--- config.mk ---
export PLATFORM = sky130hd
export DESIGN_NAME = wb_port_scheduler
export DESIGN_NICKNAME = d
export VERILOG_FILES = /design/src/rtl/wb_port_scheduler.sv
export SDC_FILE = /design/constraint.sdc
export NUM_CORES = 1
export LEC_CHECK = 0
export CORE_ASPECT_RATIO = 1.2
export CORE_MARGIN = 5
export CORE_UTILIZATION = 70
export CTS_BUF_LIST = sky130_fd_sc_hd__clkbuf_4 sky130_fd_sc_hd__clkbuf_8
export DETAILED_ROUTE_END_ITERATION = 8
export DONT_BUFFER_PORTS = 1
export PLACE_DENSITY_LB_ADDON = 0.08
export SLEW_MARGIN = 20
export SYNTH_ARGS = -nofsm -noshare
export SYNTH_HDL_FRONTEND = slang
export SYNTH_SLANG_ARGS = --single-unit
--- constraint.sdc ---
create_clock -name clk -period 8.47 [get_ports clk]
set_input_delay 1.2705 -clock clk [delete_from_list [all_inputs] [get_ports clk]]
set_output_delay 1.2705 -clock clk [all_outputs]
set_load 0.01 [all_outputs]
--- src/rtl/wb_port_scheduler.sv ---
// Register-file write-port arbiter: pipeline writeback has priority, MDU results queue in a
// small FIFO and drain on idle cycles; a pending scoreboard stalls D on hazards.
module wb_port_scheduler #(
    parameter int unsigned DEPTH        = 2,
    parameter int unsigned STARVE_LIMIT = 4
) (
    input  logic        clk,
    input  logic        rst,
    input  logic [4:0]  rs1_D,
    input  logic [4:0]  rs2_D,
    input  logic [4:0]  rd_D,
    input  logic        we_D,
    input  logic        mdu_op_D,
    output logic        stall_D,
    input  logic        pipe_we_W,
    input  logic [4:0]  pipe_rd_W,
    input  logic [31:0] pipe_wd_W,
    input  logic        mdu_valid,
    input  logic [4:0]  mdu_rd,
    input  logic [31:0] mdu_wd,
    output logic        mdu_ready,
    output logic        WE3_W,
    output logic [4:0]  A3_W,
    output logic [31:0] WD3_W,
    output logic [31:0] pending
);

    localparam int unsigned PtrW = (DEPTH > 1) ? $clog2(DEPTH) : 1;
    localparam int unsigned CntW = $clog2(DEPTH + 1);
    localparam int unsigned BlkW = $clog2(STARVE_LIMIT + 1);
    localparam logic [PtrW-1:0] PtrLast = PtrW'(DEPTH - 1);
    localparam logic [CntW-1:0] CntFull = CntW'(DEPTH);
    localparam logic [BlkW-1:0] BlkMax  = BlkW'(STARVE_LIMIT);

    logic [4:0]      rd_mem_q [DEPTH];
    logic [31:0]     wd_mem_q [DEPTH];
    logic [PtrW-1:0] wr_ptr_q, wr_ptr_d, rd_ptr_q, rd_ptr_d;
    logic [CntW-1:0] count_q, count_d;
    logic [BlkW-1:0] blk_cnt_q, blk_cnt_d;
    logic [31:0]     pending_q, pending_d;

    logic        pipe_act, fifo_empty, push, pop, starve, accept;
    logic [4:0]  head_rd;
    logic [31:0] head_wd;

    assign pending = pending_q;

    always_comb begin
        pipe_act   = pipe_we_W & (pipe_rd_W != 5'd0);
        fifo_empty = (count_q == '0);
        head_rd    = rd_mem_q[rd_ptr_q];
        head_wd    = wd_mem_q[rd_ptr_q];
        mdu_ready  = !rst & (count_q < CntFull);
        push       = mdu_valid & mdu_ready;
        pop        = !rst & !pipe_act & !fifo_empty;
        starve     = (blk_cnt_q == BlkMax);

        stall_D = !rst & ((pending_q[rs1_D] & (rs1_D != 5'd0)) |
                          (pending_q[rs2_D] & (rs2_D != 5'd0)) |
                          (we_D & pending_q[rd_D] & (rd_D != 5'd0)) |
                          starve);
        accept  = !rst & mdu_op_D & we_D & !stall_D & (rd_D != 5'd0);

        WE3_W = 1'b0;
        A3_W  = 5'd0;
        WD3_W = 32'd0;
        if (!rst && pipe_act) begin
            WE3_W = 1'b1;
            A3_W  = pipe_rd_W;
            WD3_W = pipe_wd_W;
        end else if (pop && head_rd != 5'd0) begin
            // An x0 entry is still popped but never reaches the register file.
            WE3_W = 1'b1;
            A3_W  = head_rd;
            WD3_W = head_wd;
        end
    end

    always_comb begin
        wr_ptr_d = wr_ptr_q;
        rd_ptr_d = rd_ptr_q;
        count_d  = count_q;
        if (push) wr_ptr_d = (wr_ptr_q == PtrLast) ? '0 : wr_ptr_q + PtrW'(1);
        if (pop)  rd_ptr_d = (rd_ptr_q == PtrLast) ? '0 : rd_ptr_q + PtrW'(1);
        if (push && !pop) count_d = count_q + CntW'(1);
        if (pop && !push) count_d = count_q - CntW'(1);

        pending_d = pending_q;
        if (accept) pending_d[rd_D] = 1'b1;
        if (pop) pending_d[head_rd] = 1'b0;
        pending_d[0] = 1'b0;

        blk_cnt_d = blk_cnt_q;
        if (pop || fifo_empty) blk_cnt_d = '0;
        else if (pipe_act && !starve) blk_cnt_d = blk_cnt_q + BlkW'(1);
    end

    always_ff @(posedge clk) begin
        if (rst) begin
            wr_ptr_q  <= '0;
            rd_ptr_q  <= '0;
            count_q   <= '0;
            blk_cnt_q <= '0;
            pending_q <= '0;
        end else begin
            wr_ptr_q  <= wr_ptr_d;
            rd_ptr_q  <= rd_ptr_d;
            count_q   <= count_d;
            blk_cnt_q <= blk_cnt_d;
            pending_q <= pending_d;
        end
    end

    // Storage needs no reset: entries are only read while count_q says they are valid.
    always_ff @(posedge clk) begin
        if (push) begin
            rd_mem_q[wr_ptr_q] <= mdu_rd;
            wd_mem_q[wr_ptr_q] <= mdu_wd;
        end
    end

endmodule

# Yosys cells after proc, flatten, opt, wreduce, memory -nomap -nowiden
# Memories as Yosys holds them, arrays and structs flattened. A register that Yosys moved wholly into a read port is not among the register bits.
# Index checks and enable logic that the tools add are counted.
dict set report op_classes {
  addsub 5
  magnitude_cmp 7
  eq_ne 1
  n_mux 28
  bitwise_logic 20
  n_reduce_logical 23
}
# cell count
set op_table {}
lappend op_table {{32-bit two-way mux} 4}
lappend op_table {{32-bit bitwise AND} 1}
lappend op_table {{32-bit NOT} 1}
lappend op_table {{32-bit bitwise OR} 1}
lappend op_table {{5-bit nonzero test} 5}
lappend op_table {{5-bit by 6-bit < comparator with 1-bit output (second input constant)} 4}
lappend op_table {{1-bit binary-select mux with 5-bit select} 3}
lappend op_table {{1-bit two-way mux} 15}
lappend op_table {{1-bit bitwise AND} 14}
lappend op_table {{1-bit demux with 5-bit select} 2}
lappend op_table {{5-bit by 1-bit greater-or-equal comparator with 1-bit output (second input constant)} 2}
lappend op_table {{5-bit two-way mux} 2}
lappend op_table {{1-bit logical AND} 7}
lappend op_table {{1-bit zero test} 7}
lappend op_table {{2-bit two-way mux} 2}
lappend op_table {{3-bit by 1-bit adder with 3-bit output (second input constant)} 1}
lappend op_table {{3-bit == test (second input constant)} 1}
lappend op_table {{1-bit bitwise OR} 3}
lappend op_table {{1-bit adder (second input constant)} 2}
lappend op_table {{2-bit by 1-bit adder with 2-bit output (second input constant)} 1}
lappend op_table {{2-bit zero test} 1}
lappend op_table {{2-bit < comparator (second input constant)} 1}
lappend op_table {{2-bit nonzero test} 1}
lappend op_table {{2-bit OR reduction} 1}
lappend op_table {{other kinds (2)} 2}
dict set report totals {
  ff_bits 39
  mem_bits_rw 74
  inputBits 95
  output_inout_bits 72
  wordCells 92
  memories 2
}
# name words word_bits rd rd_ports_with_merged_regs wr line
set mem_list {}
lappend mem_list {wd_mem_q 2 32 1 1 1 36} ;# logic [31:0] wd_mem_q [DEPTH];
lappend mem_list {rd_mem_q 2 5 1 1 1 35} ;# logic [4:0] rd_mem_q [DEPTH];

# Depth between registers and ports, before layout
dict set report logic_depth {
  ltp_word 13
  mapped_depth 9
  ltp_nobuf 8
}

# Worst setup path before layout
# Ideal clock, no wire load.
dict set report synth_timing {
  kind {input port to output port}
  from {in pipe_rd_W[0]}
  to {out WD3_W[10]}
  arrival_time_ns 2.986
  t_required_ns 7.200
  setup_slack_ns 4.213
  stages 7
  n_path_buf 1
  cell_sequence {or4_1 o21ai_0 nand2_1 inv_1 o21ai_0 clkbuf_1 o21ai_0}
}
dict set report synth_between {
  elab_chain_cells 8
  elab_cells_between_ends 9
  cone_classes {mux (2); bitwise (3); reduce/logical (4)}
}
# item line
set synth_lines {}
lappend synth_lines {{from (decl)} 16} ;# input logic [4:0] pipe_rd_W,
lappend synth_lines {{5-bit nonzero test} 49} ;# pipe_act = pipe_we_W & (pipe_rd_W != 5'd0);
lappend synth_lines {{1-bit bitwise AND} 49}
lappend synth_lines {{1-bit zero test} 55} ;# pop = !rst & !pipe_act & !fifo_empty;
lappend synth_lines {{1-bit bitwise AND (2 in series)} 55}
lappend synth_lines {{net pop} 42} ;# logic pipe_act, fifo_empty, push, pop, starve, accept;
lappend synth_lines {{1-bit logical AND} 71} ;# end else if (pop && head_rd != 5'd0) begin
lappend synth_lines {{32-bit two-way mux} 71}
lappend synth_lines {{32-bit two-way mux} 67} ;# if (!rst && pipe_act) begin
lappend synth_lines {{to (decl)} 24} ;# output logic [31:0] WD3_W,
# The timed path passes the listed nets, and every way through them passes these cells.

# Final worst setup path
# Ends and elaborated chain as after synthesis.

==> results by group <==
Floorplanning
  – Die height: 110 µm
  – Row cnt: 36
  – Die ar.: slightly above 10000 µm²
  – Initial core utilization: 71.6%
  – Core area: around 8200 µm²
  – Top Ports: 167
  – Die Width: 93.4 µm

STA
  – Final setup margin: 3.87 ns
  – Clock skew: 0.00963 ns
  – Final setup TNS: 0 ns
  – Fmax: 0.217 GHz
  – Relative slew margins: 29.9%
  – Fin. Hold Viols: 0
  – Final period util: 54.3%
  – RSZ-0062 raised after global routing: false
  – Final min period: 4.60 ns
  – Setup violations, final: 0
  – Measured slew at the worst slew-check pin: 1.05 ns
  – Final Max Tran Viols: 0

Clock network
  – CTS Sinks: roughly 110
  – Clk buf depth: 2
  – Post_cts resized: 0
  – CTS Buf Count: 17
  – CTS H-tree lvls: 4
  – CTS Hold Bufs: 0
  – CTS tree: done
  – Worst skew pair latency: around 0.42 ns
  – Clock root cell: clkbuf_8
  – Worst-path clk slew: 0.07 ns
  – Post CTS Setup Buffer Count: 0

Critical path
  – Nature of the critical path endpoint: output port
  – Crit-path cells: or4_1 > o21ai_0 > nand2_1 > inv_1 > o21ai_4 > o21ai_0
  – Slowest-stage cell, CP: or4_1
  – Critical Path Most Common Cell: o21ai_0
  – R2R cell count: 6
  – Crit path arrival time: 3.33 ns
  – Max FO, Critical Path: 34
  – Req. time, crit path: 7.20 ns
  – Critical path's largest stage delay: 0.53 ns
  – Worst setup path category: primary input to output port
  – CP Launch Type: primary input

Detailed routing
  – Pre-antenna DRT Iters: 5
  – Post-DR vias/cell: 6.62
  – Post-route DRC: 0
  – Detailed router's first-iteration violation count: 247
  – ANT nets after route: 0
  – Vias: approximately 4400
  – Post-Route WL: 14.0 mm
  – Routed len/inst: 21.2 µm

Logic synthesis
  – Synth top area cells: edfxtp_1 (38%), dfxtp_1 (13%), mux2i_1 (9.1%), nor2_1 (5.3%), o221a_2 (4.6%)
  – Syn Inst Count: between 500 and 600
  – Register area share after synthesis: 51.4%
  – Post-synth top flop: edfxtp_1
  – Syn Area/Cell: 10.7 µm²
  – Post-synth EDFFs: 74
  – Synthesized area: 5840 µm²
  – YS warnings: 0
  – Post-synth top area share: 38.0%
  – Synthesized Nets: between 600 and 700
  – Yosys cell types: 53
  – Post-synth top area cell: edfxtp_1
  – #FFs+latches synth: 113
  – Fraction of registers with async set/reset: 0%

Finish
  – Multi-input gate area: 2650 µm²
  – Area Overhead vs Synth: 7.24%
  – Layout cell share with drive strength beyond 1: about 16%
  – Fill count: 530
  – Register area: 3000 µm²
  – Antenna cells: 0
  – Nets: 632
  – Final Util: between 70% and 80%

Worst hold path
  – Hold Path Class: flip-flop to flip-flop
  – Hold path cells: 2

GRT
  – Total track usage: between 20% and 30%
  – Vias in the first global route: 4467
  – First-pass GRT wire length: 22.1 mm
  – Largest net degree at the start of global routing: 45
  – Initial antenna violation count: 0
  – Grt total ovfl: 0

Power
  – Max rail drop VDD: 172 µV
  – PwrDens: 191 nW/µm²
  – Leakage power figure: 2.07 nW

Placement
  – DP Worst Slack: 3.81 ns
  – Post-DP HPWL: 10.0 mm
  – RePlAce Congestion: 0.852
  – Input/output buffers: 0

Status
  – Outcome: finished clean

Run
  – Total of max-cap violations: 0
## cell usage in the layout, fill, tap and decap left out, types with 4 or more instances in the layout
master     netlist  routed
nor2_1          82      80
edfxtp_1        74      74
nand2_1         68      68
mux2i_1         53      53
o21ai_0         48      47
dfxtp_1         39      38
o221a_2         24      24
clkbuf_8         0      20
inv_1           16      16
a21oi_1          9       9
mux2_2           8       8
nand3_1          8       8
a2111oi_2        7       7
mux4_2           6       6
nor3_1           5       5
nor4_1           5       5
nor3b_1          4       4
o22ai_1          4       4
nand2b_1         4       4
clkinv_2         0       4
## cell usage after synthesis, drive strengths merged, types with 4 or more instances
cell type and n:
nand3 8, nand2 68, mux2 8, nor4 7
nor3b 4, nand2b 4, nor2 82, inv 16
mux2i 53, a2111oi 8, dfxtp 39, a21oi 9
nor3 5, buf 10, mux4 9, edfxtp 74
o22ai 4, clkbuf 22, o221a 24, o21ai 48
## critical path: cells and delay by family
kind	cells	cell delay, ns
buffers and inverters	1	0.22
AOI/OAI and AO/OA	3	1.12
and+or+nand+nor	2	0.70
## sequential cells by signal, summed over array words and instances, names as in the netlist, named ones only
| register | flops |
|---|---|
| wd_mem_q | 64 |
| pending | 31 |
| rd_mem_q | 10 |
| blk_cnt_q | 3 |
| count_q | 2 |
| rd_ptr_q | 1 |
| wr_ptr_q | 1 |
## area by class of cell
type / count / area share (%)
repair buffers: 3 / 0.360
inverters: 16 / 0.959
well taps: 114 / 2.28
clock inverters: 9 / 1.32
flip-flops and latches: 113 / 48.0
multi-input cells: 383 / 42.4
clock buffers: 23 / 4.75
## layer usage
layer / global-route usage [%] / up-vias / part of all wire (%)
li1: - / 1998 / -
met1: 30.4 / 2081 / 34
met2: 48.7 / 253 / 51
met3: 11.3 / 47 / 11
met4: 12.9 / 0 / 3.5
met5: 0 / - / 0
## logic make-up (layout without fill, tap and decap cells)
| kind of cell | count (synthesis) | count (layout) | share of synthesized area, % |
|---|---|---|---|
| muxes | 70 | 70 | 14.3 |
| buffers and inverters | 48 | 51 | 3.53 |
| and+or+nand+nor | 196 | 196 | 15.3 |
| DFF | 113 | 113 | 51.4 |
| other | 1 | 1 | 0.0642 |
| AOI/OAI and AO/OA | 108 | 108 | 14.0 |
| xor gates and xnor gates | 5 | 5 | 0.750 |
| adders and majority gates | 3 | 3 | 0.643 |
## through the flow
step | instance area [µm²] | power, W | std cells | hold slack, ns
final | 6260 | 0.00119 | 661 | 0.500
after global routing | 6260 | 0.00124 | 661 | 0.538
after CTS | 6260 | 0.00120 | 661 | 0.507
after detailed placement | 5880 | 0.000734 | 629 | 0.498
after global placement | 5880 | 0.000730 | 629 | 0.459
after floorplan | 5840 | 0.000722 | 544 | 0.449
## power by group
part	internal (W)	switching, W	total (W)	leakage, nW
clock	0.000263	0.000207	0.000470	0.196
sequential	0.000609	0.00000697	0.000615	0.994
combinational	0.0000364	0.0000714	0.000108	0.876
total	0.000908	0.000285	0.00119	2.07
## final timing paths
path,startpoint,to,slack [ns]
setup / recovery,pipe_rd_W[0],WD3_W[10],3.87
hold / removal,blk_cnt_q[1],blk_cnt_q[1],0.50
setup reg to reg,pending[2],pending[4],5.53
hold reg to reg,blk_cnt_q[1],blk_cnt_q[1],0.50
Power figures use the tool's default switching activity.
